**src/rtl/ifu.sv**
```systemverilog
// ifu -- instruction fetch unit.
//
// Fetches instruction bytes over a shared memory bus into a small FIFO and
// presents the FIFO head to the controller. Reads run one at a time through
// a two-state FSM (IDLE/REQ). The controller's data accesses take the bus
// whenever the FSM is idle. A redirect (pc_load) flushes the FIFO and moves
// the fetch PC. If a read is in flight at that moment, its byte is dropped
// when it returns.
//
// Build option: define IFU_PREFETCH_EN for a 2-entry buffer, so fetch keeps
// running while one instruction waits. Left undefined, the buffer has 1 entry
// and a read starts only once the buffer is empty or being popped.
//
// Ports:
//   clk, rst              clock; synchronous active-high reset
//   mem_addr, mem_rd      instruction read request (held until mem_ready)
//   mem_ready, mem_rdata  read completion and returned byte
//   data_req, bus_gnt     controller data-access request / grant
//   pc_load, pc_target    redirect request and target address
//   instr, instr_valid    FIFO head to the controller (opcode [7:4], operand [3:0])
//   instr_ready           controller accepts instr this cycle
module ifu #(
    parameter logic [15:0] RESET_VECTOR = 16'h0000
) (
    input  logic        clk,
    input  logic        rst,
    output logic [15:0] mem_addr,
    output logic        mem_rd,
    input  logic        mem_ready,
    input  logic [7:0]  mem_rdata,
    input  logic        data_req,
    output logic        bus_gnt,
    input  logic        pc_load,
    input  logic [15:0] pc_target,
    output logic [7:0]  instr,
    output logic        instr_valid,
    input  logic        instr_ready
);

`ifdef IFU_PREFETCH_EN
    localparam int DEPTH = 2;
`else
    localparam int DEPTH = 1;
`endif
    localparam int PTR_W = (DEPTH > 1) ? $clog2(DEPTH) : 1;
    localparam int CNT_W = $clog2(DEPTH + 1);
    localparam logic [CNT_W-1:0] FULL_CNT = CNT_W'(DEPTH);
    localparam logic [PTR_W-1:0] LAST_PTR = PTR_W'(DEPTH - 1);

    typedef enum logic {IDLE = 1'b0, REQ = 1'b1} state_t;

    state_t           state, state_nxt;
    logic [15:0]      pc;
    logic [15:0]      req_addr;
    logic             discard;
    logic [7:0]       fifo [DEPTH];
    logic [PTR_W-1:0] rd_ptr, wr_ptr;
    logic [CNT_W-1:0] count;

    logic rd_done, push, pop, can_fetch;

    function automatic logic [PTR_W-1:0] ptr_inc(input logic [PTR_W-1:0] p);
        return (p == LAST_PTR) ? '0 : p + 1'b1;
    endfunction

    // A redirect beats any same-cycle push or pop.
    assign rd_done   = (state == REQ) && mem_ready;
    assign push      = rd_done && !discard && !pc_load;
    assign pop       = instr_valid && instr_ready && !pc_load;
    // A slot freed by this cycle's pop counts as free. A read started now
    // cannot return before next cycle, so the buffer cannot overflow.
    assign can_fetch = (count < FULL_CNT) || pop;

    // FSM: state register
    always_ff @(posedge clk) begin
        if (rst) state <= IDLE;
        else     state <= state_nxt;
    end

    // FSM: next state. A started read always runs to completion.
    always_comb begin
        state_nxt = state;
        case (state)
            IDLE:    if (can_fetch && !data_req && !pc_load) state_nxt = REQ;
            REQ:     if (mem_ready) state_nxt = IDLE;
            default: state_nxt = IDLE;
        endcase
    end

    // FSM: outputs. rst masks them so they are already in their reset
    // values during the reset cycle itself.
    always_comb begin
        mem_rd      = (state == REQ) && !rst;
        mem_addr    = mem_rd ? req_addr : 16'h0000;
        bus_gnt     = data_req && ((state == IDLE) || rst);
        instr_valid = (count != '0) && !rst;
        instr       = instr_valid ? fifo[rd_ptr] : 8'h00;
    end

    // Fetch PC, read address latch, discard flag and FIFO control.
    always_ff @(posedge clk) begin
        if (rst) begin
            pc       <= RESET_VECTOR;
            req_addr <= RESET_VECTOR;
            discard  <= 1'b0;
            rd_ptr   <= '0;
            wr_ptr   <= '0;
            count    <= '0;
        end else begin
            // The redirect moves pc while a read may still be in flight.
            // mem_addr comes from req_addr so it stays stable.
            if (state == IDLE && state_nxt == REQ)
                req_addr <= pc;

            if (pc_load)   pc <= pc_target;
            else if (push) pc <= pc + 16'd1;

            // A redirect in the completing cycle drops the byte directly,
            // so the flag is only needed when the read outlives the redirect.
            if (pc_load && state == REQ && !mem_ready) discard <= 1'b1;
            else if (rd_done)                          discard <= 1'b0;

            if (pc_load) begin
                rd_ptr <= '0;
                wr_ptr <= '0;
                count  <= '0;
            end else begin
                if (push) wr_ptr <= ptr_inc(wr_ptr);
                if (pop)  rd_ptr <= ptr_inc(rd_ptr);
                case ({push, pop})
                    2'b10:   count <= count + 1'b1;
                    2'b01:   count <= count - 1'b1;
                    default: count <= count;
                endcase
            end
        end
    end

    always_ff @(posedge clk) begin
        if (push && !rst) fifo[wr_ptr] <= mem_rdata;
    end

endmodule

```
**config.mk**
```make
export PLATFORM = sky130hd
export DESIGN_NAME = ifu
export DESIGN_NICKNAME = d
export VERILOG_FILES = /design/src/rtl/ifu.sv
export SDC_FILE = /design/constraint.sdc
export NUM_CORES = 1
export LEC_CHECK = 0
export CAP_MARGIN = 30
export CELL_PAD_IN_SITES_DETAIL_PLACEMENT = 1
export CELL_PAD_IN_SITES_GLOBAL_PLACEMENT = 1
export CORE_MARGIN = 5
export CORE_UTILIZATION = 36
export CTS_CLUSTER_SIZE = 28
export DETAILED_ROUTE_END_ITERATION = 6
export HOLD_SLACK_MARGIN = 0.03
export PLACE_DENSITY = 0.84
export SLEW_MARGIN = 25
export SYNTH_ARGS = -nofsm -noshare
export SYNTH_HDL_FRONTEND = slang
export SYNTH_SLANG_ARGS = --single-unit
```
**constraint.sdc**
```tcl
create_clock -name clk -period 2.3 [get_ports clk]
set_input_delay 0.23 -clock clk [delete_from_list [all_inputs] [get_ports clk]]
set_output_delay 0.23 -clock clk [all_outputs]
set_load 0.02 [all_outputs]
```
After elaboration in Yosys (flattened, before gate mapping)
Memories as Yosys holds them, arrays and structs flattened. Index checks and enable logic that the tools add are counted.

Add/subtract/negate cells: 3. $lt $le $gt $ge: 1. Equal/unequal tests: 2. Muxes and demuxes: 12. Bitwise operators: 1. Reductions and logical operators: 25.

Operators by type and width (count): $mux 16 (3); $add 16x1->16 const B (1); $logic_and 1x1->1 (14); $mux 8 (1); $mux 1 (6); $reduce_bool 2->1 (3); $logic_not 1->1 (5); $pmux 1 s2 (2); $eq 2x1->1 const B (1); $eq 2x2->1 const B (1); $logic_or 1x1->1 (2); $reduce_or 2->1 (1); $add 1x1->1 const B (1); $lt 1x1->1 const B (1); $not 1->1 (1); $sub 1x1->1 const B (1).

Flip-flop bits (word level): 35. Memory bits (writable): 8. Bits of input ports: 30. Memories kept: 1.

Memory list: fifo (depth 1, width 8, read ports 1, clocked after Yosys merged registers in 0, write ports 1, line 56) `logic [7:0] fifo [DEPTH];`.

Depth between registers and ports, before layout
Gate-level depths: netlist (run 1).

Depth after elaboration: 10. Depth in mapped cells: 6. Mapped depth without buffers: 5.

Worst setup path before layout (run 1)
OpenSTA, ideal clock, no wires.

Path kind: register to register. Start: register state. End: register pc[15]. Data arrival time: 1699 ps. Slack: 486 ps. Cell stages (with the launch flop): 6. Buffers on the path: 1. Clock period less this slack: 1814 ps. Cell sequence: dfxtp_1 clkbuf_8 nand3b_2 nor4_2 mux2_2 a2111oi_0.

Word-level cells in the longest chain between the ends: 4.

Ends and longest elaborated chain: start: declaration (line 52) `state_t state, state_nxt;`; start signal: assignment (line 77) `else state <= state_nxt;`; $logic_and 1x1->1 (line 67) `assign rd_done = (state == REQ) && mem_ready;`; $logic_and 1x1->1 (2 in series) (line 68) `assign push = rd_done && !discard && !pc_load;`; $reduce_bool 2->1 (no source line); end signal: assignment (line 115) `if (pc_load) pc <= pc_target;`; end signal: assignment (line 116) `else if (push) pc <= pc + 16'd1;`; end: declaration (line 53) `logic [15:0] pc;`.

Every way passes these cells. A chain may end at the register's enable or synchronous reset.

Worst setup path after layout (run 1)
Start: register state. End: output port mem_addr[11].

Word-level cells in the longest chain between the ends: 2.

Ends and longest elaborated chain: $logic_and 1x1->1 (line 93) `mem_rd = (state == REQ) && !rst;`; $mux 16 (line 94) `mem_addr = mem_rd ? req_addr : 16'h0000;`; end: declaration (line 27) `output logic [15:0] mem_addr,`.

Every way passes these cells.

==> results of run 1 <==
==> kinds of logic after synthesis <==
group | synth area share (%)
AO/OA/AOI/OAI | 9.00
XOR/XNOR | 4.09
adder cells (fa/ha/maj) | 1.17
buffers and inverters | 6.55
flip-flops | 44.0
multiplexers | 9.94
AND/OR/NAND/NOR | 25.3
==> per-stage QoR <==
stage               instances  setup slack, ns
finish                    357            0.198
CTS                       357           0.0520
global placement          349            0.258
detailed placement        349            0.108
floorplan                 222            0.486
global route              357           0.0643
==> metal layers <==
metal  routed length [microns]  global-route usage (%)  up-vias
li1                          -                       -      877
met1                      2300                    17.5      838
met2                      2640                    26.7       39
met3                       243                    2.74        6
met4                        66                    4.18        0
met5                         0                       0        -
==> flip-flops by register name, indices dropped and copies added (netlist names) <==
signal and count:
state 1, pc 16, count 1, discard 1, fifo 8, req_addr 16
==> synthesized netlist by cell type <==
cell	number	share of area, %
a2111oi_0	4	1.6
a2111oi_4	1	1.3
a211oi_1	1	0.35
a21o_1	2	0.70
a21oi_1	10	2.3
and2_1	24	7.0
and2b_2	1	0.41
and3b_1	1	0.41
buf_8	1	0.70
clkbuf_1	8	1.4
clkbuf_2	1	0.23
clkbuf_8	3	1.9
dfxtp_1	35	33
edfxtp_1	8	11
ha_1	2	1.2
inv_1	13	2.3
mux2_2	2	1.1
mux2i_1	19	8.9
nand2_1	7	1.2
nand2b_4	1	0.64
nand3_1	4	0.94
nand3b_1	1	0.35
nand3b_2	1	0.53
nand4_1	3	0.88
nand4_2	1	0.58
nand4b_1	1	0.41
nor2_1	22	3.9
nor2b_1	7	2.0
nor3_1	7	1.6
nor3b_1	2	0.70
nor4_1	7	2.0
nor4_2	1	0.58
o21a_1	7	2.5
o21ai_0	1	0.23
or2_2	1	0.29
or3_1	1	0.29
or4b_2	1	0.47
xnor2_1	4	1.6
xor2_1	6	2.5
==> critical path: stages, from the launching register on <==
cell	delay, ns
dfxtp_2	0.44
nor2b_1	0.17
buf_4	0.21
and2_1	0.16
clkdlybuf4s50_1	0.60
==> power by group through the flow <==
stage / clock, W / combinational, W / sequential (W)
floorplan: 0 / 0.000116 / 0.000834
global placement: 0 / 0.000187 / 0.000846
detailed placement: 0 / 0.000194 / 0.000847
CTS: 0.000541 / 0.000197 / 0.000830
global route: 0.000574 / 0.000215 / 0.000835
finish: 0.000525 / 0.000194 / 0.000830
==> layout make-up <==
| type | count | area [sq um] |
|---|---|---|
| inverters | 13 | 48.8 |
| clock inverters | 1 | 7.51 |
| well taps | 75 | 93.8 |
| flip-flops and latches | 43 | 942 |
| fillers | 670 | 2950 |
| multi-input cells | 153 | 1060 |
| repair buffers | 65 | 653 |
| clock buffers | 7 | 96.3 |
==> final timing paths <==
kind,slack (ns),cells past startpoint,to,from
worst max-delay path,0.20,4,mem_addr[11],state
worst min-delay path,0.49,1,fifo[0][2],mem_rdata[2]
worst max register to register,0.26,4,pc[15],pc[2]
worst min register to register,0.49,2,req_addr[9],req_addr[9]
==> qor.yml, run 1 <==
status:
  outcome: "complete, no violations"
routing:
  wl_per_cell_microns: 14.7
  drcViolationCount: 0
  drt_first_iter_violations: 72
  routed_via_density: 4.93
  ant_nets: 0
  routed_wirelength_microns: 5250
  vias: 1760
  drt-pass1-iter-count: 4
final_layout:
  fin_area_sq_um: 2900
  antennaDiodeCount: 0
  drive_gt1_share_pct: 9.93
  final_cell_mix: "56 x clkdlybuf4s50_1, 34 x dfxtp_1, 24 x and2_1"
  layout-area-overhead-vs-synth_pct: 35.5
  finalNetCount: 313
  fin_util_pct: 49.6
  final_common_cell: "clkdlybuf4s50_1"
pwr:
  p_leak_nw: 1.09
  clockPowerShare_pct: 33.9
  vdd_drop_max_mv: 0.247
  switchingPower_w: 0.000369
  sequentialPowerShare_pct: 53.6
  p_per_area_nw_per_um2: 534
  intPower_w: 0.00118
  total_power_w: 0.00155
  comb_power_share_pct: 12.5
  swShare_pct: 23.8
place:
  place.gp.congestion: 0.771
  postPlaceCellArea_sq_um: 2800
  post-dp-hpwl_microns: 3920
  port_buffers: 56
cts:
  clock_latency_ns: 0.29
  postCtsHoldBufs: 0
  cts_root_buffer: "clkbuf_8"
  clock_path_buffers: 2
  htreeDepth: 2
  clock_sink_count: 43
  clk_pin_slew_ns: 0.08
  numCtsBuffers: 5
  cts_resized: 0
  cts_tree: "yes"
  cts_setup_buffers: 0
sta:
  hold_violations: 0
  setup_viol: 0
  fmax_mhz: 476
  period_share_pct: 91.4
  min_period_ns: 2.10
  worstMarginPinSlew_ns: 0.401
  whs_ns: 0.487
  setup_tns_ns: 0
  fin_skew_ns: 0.00777
  final-max-slew-violation-count: 0
  grt_setup_unrepaired: "no"
  slew_headroom_pct: 73.1
worst_setup_path:
  cp_max_fo: 18
  required_ns: 2.07
  cp-end-kind: "output pin"
  arrival_ns: 1.87
  worstSetupStartpointType: "flop"
  path_class: "reg2out"
logic_synthesis:
  syn_inst: 222
  synth-seq-cells: 43
  yosysSeqAreaShare_pct: 44.0
  yosys_warnings: 0
  syn_nets: 254
  syn_area_per_cell_sq_um: 9.64
  syn-cell-area_sq_um: 2140
  yosysUniqueCellTypes: 39
global_routing:
  grt_max_degree: 38
  gr-total-overflow: 0
  grt_pass1_vias: 1872
  antenna_found_initial: 0
  grt_pass1_wl_microns: 8810
  track_usage_pct: 14.7
run:
  max_cap_violations: 0
die:
  start_util_pct: 36.6
  design.die.area_sq_um: 7590
  die_w_microns: 87.1
  die_height_microns: 87.1
  placementRows: 28
  core_area_sq_um: 5850
  ios: 57
hold_path:
  hold_class: "in2reg"
Note: power is estimated with default switching activity, not from simulation.
==> inputs of run 2 (changes only) <==
--- a/config.mk
+++ b/config.mk
@@ -5,11 +5,12 @@
 export SDC_FILE = /design/constraint.sdc
 export NUM_CORES = 1
 export LEC_CHECK = 0
+export ABC_AREA = 1
 export CAP_MARGIN = 30
 export CELL_PAD_IN_SITES_DETAIL_PLACEMENT = 1
 export CELL_PAD_IN_SITES_GLOBAL_PLACEMENT = 1
 export CORE_MARGIN = 5
-export CORE_UTILIZATION = 36
+export CORE_UTILIZATION = 34
 export CTS_CLUSTER_SIZE = 28
 export DETAILED_ROUTE_END_ITERATION = 6
 export HOLD_SLACK_MARGIN = 0.03
==> qor.yml, run 2 <==
routing:
  ant_nets: 0  # unchanged
  vias: 2244  # +28%
  wl_per_cell_microns: 14.1  # -4.2%
  routed_via_density: 4.87  # -1.3%
  drt_first_iter_violations: 117  # +63%
  drcViolationCount: 0  # unchanged
  routed_wirelength_microns: 6500  # +24%
  drt-pass1-iter-count: 4  # unchanged
place:
  place.gp.congestion: 0.890  # +15%
  postPlaceCellArea_sq_um: 2910  # +4.2%
  port_buffers: 56  # unchanged
  post-dp-hpwl_microns: 4930  # +26%
  dp.cells: 453  # +30%
  place_ws_ns: 0.160  # +0.0521 ns
sta:
  period_share_pct: 89.0  # -2.4 points
  fmax_mhz: 489  # +2.7%
  fin_skew_ns: 0.00796  # +0.000190 ns
  setup_viol: 0  # unchanged
  worstMarginPinSlew_ns: 0.333  # -0.0674 ns
  hold_violations: 0  # unchanged
  fin_ws_ns: 0.253  # +0.0551 ns
  min_period_ns: 2.05  # -0.0551 ns
  slew_headroom_pct: 77.6  # +4.6 points
  final-max-slew-violation-count: 0  # unchanged
  grt_setup_unrepaired: "no"
  setup_tns_ns: 0  # unchanged
final_layout:
  layout-area-overhead-vs-synth_pct: 34.3
  drive_gt1_share_pct: 8.59  # -1.3 points
  fillers: 825  # +23%
  reg.largest.list: "pc (16), req_addr (16), fifo (8)"
  finalNetCount: 415  # +33%
  final_common_cell: "nor2_1"
  final_cell_mix: "59 x nor2_1, 56 x clkdlybuf4s50_1, 52 x nand2_1"
  multi_input_area_sq_um: 1050  # -1.1%
  regArea_sq_um: 941  # -0.13%
  fin_area_sq_um: 3040  # +4.8%
  antennaDiodeCount: 0  # unchanged
  fin_util_pct: 47.3  # -2.3 points
  fin_cells: 461  # +29%
logic_synthesis:
  yosysSeqAreaShare_pct: 41.6  # -2.4 points
  yosys-top-cells-count: "59 x nor2_1, 52 x nand2_1, 47 x inv_1"
  synth-edff-count: 8  # unchanged
  async_flop_share_pct: 0  # unchanged
  syn-cell-area_sq_um: 2260  # +5.7%
  syn_nets: 357  # +41%
  yosysTopAreaCell: "dfxtp_1"
  yosys.cell_count.top_type: "nor2_1"
  syn_inst: 325  # +46%
  ys.flop_type: "dfxtp_1"
  yosys-top-cells-area: "dfxtp_1 31%, edfxtp_1 11%, nor2_1 9.8%"
  yosys.area.top_type_share_pct: 31.0  # -1.8 points
  yosysUniqueCellTypes: 28  # -28%
  yosys_warnings: 0  # unchanged
  synth-seq-cells: 43  # unchanged
  syn_area_per_cell_sq_um: 6.96  # -28%
die:
  start_util_pct: 35.2  # -1.3 points
  die_w_microns: 91.6  # +5.1%
  placementRows: 29  # +3.6%
  design.die.area_sq_um: 8390  # +11%
  core_area_sq_um: 6420  # +9.8%
  die_height_microns: 91.6  # +5.1%
  ios: 57  # unchanged
worst_setup_path:
  arrival_ns: 1.82  # -0.05 ns
  cp_common_cell: "nor2_1"
  worstSetupStartpointType: "flop"
  slowest_delay_ns: 0.61  # about the same
  cp_max_fo: 16  # -2
  crit_buf_inv: 3  # +1
  path_delay_family: "buffers and inverters"
  cp_cell_sequence: "inv_1, nor2_1, inv_2, nor2_1, clkdlybuf4s50_1"
  required_ns: 2.07  # about the same
  worst_path_max_delay_cell: "clkdlybuf4s50_1"
  cp-end-kind: "output pin"
  path_class: "reg2out"
pwr:
  p_leak_nw: 1.19  # +9.0%
  p_per_area_nw_per_um2: 577  # +8.1%
  vdd_drop_max_mv: 0.232  # -5.9%
status:
  outcome: "complete, no violations"
global_routing:
  antenna_found_initial: 0  # unchanged
  grt_pass1_wl_microns: 10700  # +21%
  grt_max_degree: 33  # -13%
  grt_pass1_vias: 2146  # +15%
  track_usage_pct: 15.7  # +1.1 points
  gr-total-overflow: 0  # unchanged
cts:
  clk_pin_slew_ns: 0.08  # about the same
  postCtsHoldBufs: 0  # unchanged
  cts_root_buffer: "clkbuf_8"
  numCtsBuffers: 5  # unchanged
  cts_tree: "yes"
  clock_path_buffers: 2  # unchanged
  clock_latency_ns: 0.30  # about the same
  htreeDepth: 2  # unchanged
  clock_sink_count: 43  # unchanged
hold_path:
  hold_class: "reg2reg"
run:
  max_cap_violations: 0  # unchanged
## run 2: cell types whose count changed in the layout (fill, tap and decap cells not counted), sizes merged, moves of 14 or more
cell and delta:
inv +38, mux2i -19, a21oi +14, and2 -24, nand2 +48, nand3 +29, o21ai +24, nor2 +44
## run 2: what timing repair did
item	4_1_cts	5_1_grt
gates resized for setup	0	1
endpoints found under the setup margin	0	5
setup buffers	0	0
## run 2: final cells by class
type / instances / area share, %
well taps: 77 / 3.17
inverters: 51 / 6.63
multi-input cells: 219 / 34.5
clock buffers: 7 / 3.21
clock inverters: 1 / 0.988
flip-flops and latches: 43 / 30.9
repair buffers: 63 / 20.6
## run 2: cells by family after synthesis
| logic type | after synthesis | synth area share, % |
|---|---|---|
| fa+ha+maj | 2 | 1.11 |
| xor+xnor | 1 | 0.387 |
| flops | 43 | 41.6 |
| buf+inv | 63 | 12.1 |
| compound gates | 56 | 13.6 |
| simple gates | 160 | 31.2 |
## run 2: through the flow
step / power, W / hold WS [ns]
finish: 0.00175 / 0.457
global route: 0.00183 / 0.483
CTS: 0.00177 / 0.461
detailed placement: 0.00111 / 0.448
global placement: 0.00110 / 0.442
floorplan: 0.000998 / 0.329
## run 2: final timing paths
check         startpoint           to  slack [ns]  cells past startpoint
max reg2reg        pc[0]       pc[12]        0.77                      7
max                state  mem_addr[9]        0.25                      5
min reg2reg  req_addr[2]  req_addr[2]        0.46                      2
min          req_addr[2]  req_addr[2]        0.46                      2
## run 2: worst reg2reg max path, stage by stage (launching register included)
cell and delay [ns]:
dfxtp_1 0.43, ha_1 0.23, nand3_1 0.10, nor2_2 0.25, nand3_1 0.11, nor2_1 0.10, o21ai_0 0.10, a21oi_1 0.14
## run 2: layer usage
metal	global-route usage, %	share of wire, %	up-vias
li1	-	-	1152
met1	20.8	46	1038
met2	26.7	49	47
met3	2.73	4.2	7
met4	3.77	0.91	0
met5	0	0	-
## run 2: where the power goes
group | leakage [nW] | internal, W | switching [W]
clock network | 0.0636 | 0.000390 | 0.000271
registers | 0.360 | 0.000808 | 0.0000366
logic | 0.768 | 0.000112 | 0.000135
==> inputs of run 3 (changes only) <==
--- a/config.mk
+++ b/config.mk
@@ -15,6 +15,7 @@
 export DETAILED_ROUTE_END_ITERATION = 6
 export HOLD_SLACK_MARGIN = 0.03
 export PLACE_DENSITY = 0.84
+export RECOVER_POWER = 100
 export SLEW_MARGIN = 25
 export SYNTH_ARGS = -nofsm -noshare
 export SYNTH_HDL_FRONTEND = slang
==> qor.yml, run 3 (same netlist as run 2, synthesis figures left out) <==
pwr:
  vdd_drop_max_mv: 0.232  # about the same
  p_per_area_nw_per_um2: 580  # +0.47%
  p_leak_nw: 1.28  # +7.2%
sta:
  whs_ns: 0.459  # +0.00208 ns
  fin_skew_ns: 0.00898  # +0.00103 ns
  hold_violations: 0  # unchanged
  worstMarginPinSlew_ns: 0.989  # +0.656 ns
  setup_viol: 0  # unchanged
  period_share_pct: 90.9  # +1.9 points
  fmax_mhz: 478  # -2.1%
  grt_setup_unrepaired: "no"
  fin_ws_ns: 0.209  # -0.0444 ns
  min_period_ns: 2.09  # +0.0444 ns
  final-max-slew-violation-count: 0  # unchanged
  setup_tns_ns: 0  # unchanged
  slew_headroom_pct: 33.8  # -44 points
worst_setup_path:
  r2r_start: "state"
  path_class: "in2out"
  cp_max_fo: 16  # unchanged
  path_delay_family: "buffers and inverters"
  critPathLaunch: "rst"
  reg2reg_depth: 6  # -1
  slowest_delay_ns: 0.68  # +0.07 ns
  required_ns: 2.07  # about the same
  worstSetupEndpoint: "mem_addr[9]"
  r2r_setup_slack_ns: 0.30  # -0.47 ns
  cp-end-kind: "output pin"
  cp.depth: 5  # unchanged
  cp_cell_sequence: "clkdlybuf4s50_1, nor2_1, inv_2, nor2_1, dlygate4sd3_1"
  worst_path_max_delay_cell: "dlygate4sd3_1"
  worstSetupStartpointType: "input port"
  r2r-end: "count"
  crit_buf_inv: 3  # unchanged
  cp_common_cell: "nor2_1"
  arrival_ns: 1.86  # +0.04 ns
global_routing:
  grt_pass1_wl_microns: 10700  # unchanged
  gr-total-overflow: 0  # unchanged
  antenna_found_initial: 0  # unchanged
  track_usage_pct: 15.7  # unchanged
  grt_pass1_vias: 2146  # unchanged
  grt_max_degree: 33  # unchanged
final_layout:
  final_common_cell: "nor2_1"
  multi_input_area_sq_um: 1020  # -2.4%
  final_cell_mix: "61 x nor2_1, 53 x nand2_1, 47 x inv_1"
  regArea_sq_um: 941  # unchanged
  fin_util_pct: 46.9  # -0.49 points
  reg.largest.list: "pc (16), req_addr (16), fifo (8)"
  fillers: 832  # +0.85%
  antennaDiodeCount: 0  # unchanged
  finalNetCount: 415  # unchanged
  drive_gt1_share_pct: 7.03  # -1.6 points
  fin_area_sq_um: 3010  # -1.0%
  layout-area-overhead-vs-synth_pct: 32.9
die:
  die_w_microns: 91.6  # unchanged
  ios: 57  # unchanged
  design.die.area_sq_um: 8390  # unchanged
  die_height_microns: 91.6  # unchanged
  start_util_pct: 35.2  # unchanged
  core_area_sq_um: 6420  # unchanged
  placementRows: 29  # unchanged
cts:
  clock_path_buffers: 2  # unchanged
  clock_latency_ns: 0.30  # about the same
  postCtsHoldBufs: 0  # unchanged
  clk_pin_slew_ns: 0.08  # about the same
  clock_sink_count: 43  # unchanged
  htreeDepth: 2  # unchanged
  cts_root_buffer: "clkbuf_8"
  cts_tree: "yes"
  cts_resized: 0  # unchanged
  numCtsBuffers: 5  # unchanged
  cts_setup_buffers: 0  # unchanged
place:
  port_buffers: 56  # unchanged
  postPlaceCellArea_sq_um: 2910  # unchanged
  place_ws_ns: 0.160  # unchanged
  place.gp.congestion: 0.890  # unchanged
  post-dp-hpwl_microns: 4930  # unchanged
routing:
  routed_wirelength_microns: 6510  # +0.15%
  ant_nets: 0  # unchanged
  drt_first_iter_violations: 114  # -2.6%
  drcViolationCount: 0  # unchanged
  wl_per_cell_microns: 14.1  # +0.15%
  routed_via_density: 4.88  # +0.31%
  drt-pass1-iter-count: 5  # +1
  vias: 2251  # +0.31%
status:
  outcome: "complete, no violations"
run:
  max_cap_violations: 0  # unchanged
hold_path:
  hold_class: "reg2reg"
==> run 3: tightest hold or removal path: cells and delay by family, from the launching register on <==
kind | cells | cell delay (ns)
flops | 1 | 0.30
buf+inv | 1 | 0.06
compound gates | 1 | 0.05
==> run 3: layout make-up <==
| type | count | share of cell area, % |
|---|---|---|
| inverter | 51 | 6.69 |
| multi-input combinational | 219 | 34.0 |
| sequential | 43 | 31.3 |
| clock inverter | 1 | 0.998 |
| timing repair buffer | 63 | 20.6 |
| tap | 77 | 3.20 |
| clock buffer | 7 | 3.24 |
==> run 3: worst min-delay path by stage <==
| stage | startpoint | endpoint | slack [ns] | cells after the start |
|---|---|---|---|---|
| floorplan | mem_rdata[0] | fifo[0][0] | 0.33 | 0 |
| global placement | req_addr[3] | req_addr[3] | 0.44 | 2 |
| detailed placement | req_addr[6] | req_addr[6] | 0.45 | 2 |
| CTS | req_addr[6] | req_addr[6] | 0.46 | 2 |
| global route | req_addr[11] | req_addr[11] | 0.49 | 2 |
| finish | req_addr[6] | req_addr[6] | 0.46 | 2 |
==> run 3: routing by layer <==
| metal | up-vias | part of all wire [%] | global-route usage (%) |
|---|---|---|---|
| met5 | - | 0 | 0 |
| met4 | 0 | 1.0 | 3.77 |
| met3 | 8 | 5.1 | 2.73 |
| met2 | 54 | 49 | 26.7 |
| met1 | 1037 | 45 | 20.8 |
| li1 | 1152 | - | - |
==> run 3: per-stage QoR <==
stage,total power (W),instances
5_1_grt,0.00182,461
3_5_place_dp,0.00111,453
6_report,0.00174,461
2_1_floorplan,0.000998,325
3_3_place_gp,0.00110,453
4_1_cts,0.00177,461
==> run 3: power by group <==
| group | internal, W | total (W) | switching, W |
|---|---|---|---|
| Combinational | 0.000105 | 0.000238 | 0.000133 |
| Clock | 0.000391 | 0.000662 | 0.000272 |
| Sequential | 0.000808 | 0.000844 | 0.0000355 |
| Total | 0.00130 | 0.00174 | 0.000440 |
